$ cat src/rtl/tdm_demux4.sv
// Receive side of a 4-slot TDM link: rebuilds 4 channel words from a slot stream
// and presents each complete frame with a one-cycle y_valid pulse.
module tdm_demux4 #(
  parameter int W = 1
) (
  input  logic           clk,
  input  logic           rst_n,
  input  logic           en,
  input  logic           sync,
  input  logic [W-1:0]   din,
  output logic [4*W-1:0] y,
  output logic           y_valid,
  output logic [1:0]     slot,
  output logic           locked,
  output logic           err
);

  typedef enum logic {
    IDLE = 1'b0,
    RUN  = 1'b1
  } state_t;

  state_t         state_q;
  logic [1:0]     slot_q;
  logic [W-1:0]   shadow_q [3];
  logic [4*W-1:0] y_q;
  logic           y_valid_q;
  logic           err_q;

  always_ff @(posedge clk) begin
    if (!rst_n) begin
      state_q   <= IDLE;
      slot_q    <= 2'd0;
      y_q       <= '0;
      y_valid_q <= 1'b0;
      err_q     <= 1'b0;
      for (int i = 0; i < 3; i++) begin
        shadow_q[i] <= '0;
      end
    end else begin
      // Pulses default low; only the cycle after a slot event raises them.
      y_valid_q <= 1'b0;
      err_q     <= 1'b0;
      case (state_q)
        IDLE: begin
          if (en && sync) begin
            shadow_q[0] <= din;
            slot_q      <= 2'd1;
            state_q     <= RUN;
          end
        end
        RUN: begin
          if (en) begin
            if (sync && (slot_q != 2'd0)) begin
              // Misaligned marker: drop the partial frame and restart at slot 0.
              err_q       <= 1'b1;
              shadow_q[0] <= din;
              slot_q      <= 2'd1;
            end else if (slot_q == 2'd3) begin
              y_q       <= {din, shadow_q[2], shadow_q[1], shadow_q[0]};
              y_valid_q <= 1'b1;
              slot_q    <= 2'd0;
            end else begin
              for (int i = 0; i < 3; i++) begin
                if (slot_q == 2'(i)) begin
                  shadow_q[i] <= din;
                end
              end
              slot_q <= slot_q + 2'd1;
            end
          end
        end
        default: state_q <= IDLE;
      endcase
    end
  end

  assign y       = y_q;
  assign y_valid = y_valid_q;
  assign slot    = slot_q;
  assign locked  = (state_q == RUN);
  assign err     = err_q;

endmodule
$ cat config.mk
export PLATFORM = sky130hd
export DESIGN_NAME = tdm_demux4
export DESIGN_NICKNAME = d
export VERILOG_FILES = /design/src/rtl/tdm_demux4.sv
export SDC_FILE = /design/constraint.sdc
export NUM_CORES = 1
export LEC_CHECK = 0
export ABC_AREA = 1
export ABC_CLOCK_PERIOD_IN_PS = 1900
export CAP_MARGIN = 40
export CORE_UTILIZATION = 46
export CTS_CLUSTER_DIAMETER = 100
export DETAILED_ROUTE_END_ITERATION = 10
export PLACE_DENSITY = 0.75
export SETUP_SLACK_MARGIN = 0.5
export SKIP_LAST_GASP = 1
export SLEW_MARGIN = 20
export SYNTH_ARGS = -nofsm -noshare
export SYNTH_HDL_FRONTEND = slang
export SYNTH_SLANG_ARGS = --single-unit
$ cat constraint.sdc
create_clock -name clk -period 1.9 [get_ports clk]
set_input_delay 0.285 -clock clk [delete_from_list [all_inputs] [get_ports clk]]
set_output_delay 0.285 -clock clk [all_outputs]
set_load 0.1 [all_outputs]
==> implementation parameters <==
Parameter                              Value

Synthesis
  Post-synthesis cell type count ... 18
  Combinational family with the most area after synthesis ... simple AND/OR/NAND/NOR gates
  List of most frequent post-synthesis cells ... nand2_1 (15), nor2_1 (14), dfxtp_1 (9)
  Most used DFF post-synth ... dfxtp_1
  Asr flop ratio synth ... 0%
  Cell taking the most area after synthesis ... dfxtp_1
  Flip-flop and latch count after synthesis ... 12
  Cell types with the largest area share after synthesis ... dfxtp_1 (30%), edfxtp_1 (15%), ha_1 (10%)
  Net count of the mapped netlist ... 86
  Simple logic cell fraction of the synthesized area ... between 20% and 30%
  Xor and xnor area share after synthesis ... 0%
  Number of enable flip-flop cells after synthesis ... 3
  Compound-cell area share of the yosys netlist ... ~9.0%
  Post-synthesis cell area ... roughly 600 sq um
  Per-instance average area after synthesis ... 7.89 sq um
  Adder-cell area share of the yosys netlist ... between 10% and 20%
  Portion of the post-synthesis area used by sequential elements ... between 40 and 50%
  Yosys top cell area share ... between 30% and 40%
  Most frequent cell after synthesis ... nand2_1
  Fraction of synthesized area in multiplexers ... 0%
  Post-synthesis instance total ... 76
  Number of synthesis warnings ... 0

Setup path
  Data arrival, critical path ... approximately 1.3 ns
  CP Buf/Inv Count ... 1
  Nature of the critical path startpoint ... primary input
  Cell chain of the critical path ... clkdlybuf4s50_1 -> nand2_1 -> nand2_1 -> nand2_1 -> nand2_1 -> nand2_2 -> nand2_1
  Kind of capture point of the worst setup path ... flop
  Crit path top cell by count ... nand2_1
  CP Data Required Time ... approximately 1.9 ns
  Cell with the largest stage delay on the worst path ... clkdlybuf4s50_1
  Highest fanout seen on the critical path ... 4
  Kind of cell adding the most delay to the critical path ... buffers and inverters
  CP max stage delay ... roughly 0.54 ns
  Critical Setup Path Class ... primary input to flop

Final layout
  Synth-to-layout area growth ... 31.3%
  Final core utilization ... between 60 and 70%
  Number of antenna repair diodes ... 0
  Fraction of layout cells with a size suffix above 1 ... ~32%
  Final-stage net count ... approximately 100

Detailed routing
  Drt pass-1 iters ... 4
  Number of vias per cell after detailed routing ... ~4.8
  Post-DRT Antenna Nets ... 0
  Vias post-DR ... just over 500
  Post-route DRC violation count ... 0
  Violation count after the first detailed-route iteration ... 8
  DR WL/cell ... 10.3 microns
  Final Routed Wirelength ... around 1100 microns

STA
  Slew at the pin closest to its max-slew limit ... 0.279 ns
  Final number of setup-violating endpoints ... 0
  Setup repair after global routing missed its margin ... no
  Headroom to the max-slew limit ... 81.6%
  Setup TNS after final layout ... 0 ns
  Worst Setup Slack, final ... 0.620 ns
  Final worst path period need ... ~1.3 ns
  Worst Skew ... around 0.0096 ns
  Ratio of final minimum period to clock period ... between 60% and 70%
  Hold Fails Final Rpt ... 0
  Final Slew Violations ... 0
  Highest achievable clock rate ... approximately 800 MHz

Global routing
  Largest net degree at the start of global routing ... 11
  Global-route congestion overflow total ... 0
  Global-route wire length before repair ... roughly 1800 microns
  Global-route track usage on met1 ... approximately 22%
  Overall track demand over capacity in global routing ... 19.2%
  Number of global-route vias before repair ... approximately 440
  Met2 Track Usage GR ... roughly 30%
  GRT Max-Usage Layer ... met2
  Antenna violations before repair ... 0
  Global routing usage on met3 ... just under 9%

Place
  DP Wirelength ... between 800 and 900 microns
  Number of input and output port buffers inserted ... 13
  Placer congestion estimate ... between 0.8 and 0.9
  Setup Slack @ Placement ... approximately 0.34 ns

Job
  Count of maximum capacitance violations ... 0

Floorplan
  Initial core utilization ... roughly half
  Area of the core ... 1160 sq um
  Die area ... roughly 1500 sq um
  Cell row count ... 12
  Die width ... roughly 38 microns
  Height of the die ... approximately 38 microns
  Number of placed I/O pins ... 14

Clock network
  H-tree depth reported by CTS ... 1
  Post-CTS clock slew at the launch and capture registers of the worst setup and hold paths ... about 0.070 ns
  Clock tree from TritonCTS ... done
  Max Root-Sink Buffers ... 2
  Clock tree sinks ... 12
  CTS root buf ... clkbuf_4
  Number of buffers added for setup after CTS ... 0
  Number of hold buffers added after cts ... 0
  Inserted Clock Buffers ... 3
  Clock latency at the later pin of the worst-skew pair ... ~0.27 ns
  Number of instances resized during post-cts repair ... 0

Run status
  Outcome ... completed

Power and ir drop
  Power Density ... 696 nW/um^2
  Lkg Pwr ... around 0.36 nW
  IR Drop Worst-Case VDD ... 0.397 mV
  Design Power ... 548 uW

Hold path
  Class of the tightest hold or removal check ... flop to flop
## per-layer routing
| metal | routed length [microns] | vias to the layer above |
|---|---|---|
| met4 | 23 | 0 |
| met5 | 0 | - |
| met3 | 55 | 5 |
| met2 | 500 | 11 |
| li1 | - | 275 |
| met1 | 528 | 222 |
## power breakdown
group / switching, mW / internal (mW)
Clock: 0.0806 / 0.0814
Combinational: 0.0726 / 0.0346
Sequential: 0.00866 / 0.270
## layout by cell type (no fill, tap or decap)
cell	instances
edfxtp_1	3
clkdlybuf4s50_1	4
clkbuf_1	1
inv_2	4
nor3_1	1
clkbuf_4	3
a21oi_2	1
inv_4	2
dfxtp_1	6
clkinv_2	2
nand2_1	15
nand3_4	1
ha_4	1
buf_4	10
nor2_1	14
nand3_1	2
inv_1	4
a21oi_1	2
ha_1	4
nor2_4	1
o21ai_1	7
nand2_2	2
dfxtp_4	3
## flip-flops by register name (all words and copies together), names as in the netlist
register,count
err,1
y,4
shadow_q,3
locked,1
y_valid,1
slot,2
## layout make-up
cell class | count | area (sq um)
Fill cell | 105 | 369
Tap cell | 14 | 17.5
Timing Repair Buffer | 14 | 115
Sequential cell | 12 | 282
Clock buffer | 4 | 26.3
Inverter | 12 | 52.6
Multi-Input combinational cell | 51 | 294
## worst reg2reg max path: stages (launching register included)
cell and delay [ns]:
dfxtp_4 0.37, inv_4 0.07, ha_4 0.15, nor2_4 0.04, nor2_1 0.17, o21ai_1 0.11
a21oi_2 0.18
## kinds of logic (layout without fill, tap and decap cells)
group / count (synthesis) / count (layout)
and+or+nand+nor: 36 / 36
buffers and inverters: 13 / 30
DFF: 12 / 12
AOI/OAI and AO/OA: 10 / 10
adders and majority gates: 5 / 5
## per-stage QoR
stage,cells,hold slack (ns),instance area [sq um]
2_1_floorplan,76,0.431,633
3_3_place_gp,103,0.465,761
3_5_place_dp,103,0.475,761
4_1_cts,107,0.490,787
5_1_grt,107,0.509,787
6_report,107,0.483,787
## final timing paths
path / startpoint / to / slack [ns] / cells past startpoint
min reg2reg: y[1]$_SDFFE_PN0P_ / y[1]$_SDFFE_PN0P_ / 0.48 / 2
max: en / shadow_q[0]$_DFFE_PP_ / 0.62 / 7
min: y[1]$_SDFFE_PN0P_ / y[1]$_SDFFE_PN0P_ / 0.48 / 2
max reg2reg: slot[1]$_SDFFE_PN0P_ / shadow_q[2]$_DFFE_PP_ / 0.65 / 6
(Power assumes the default switching activity.)
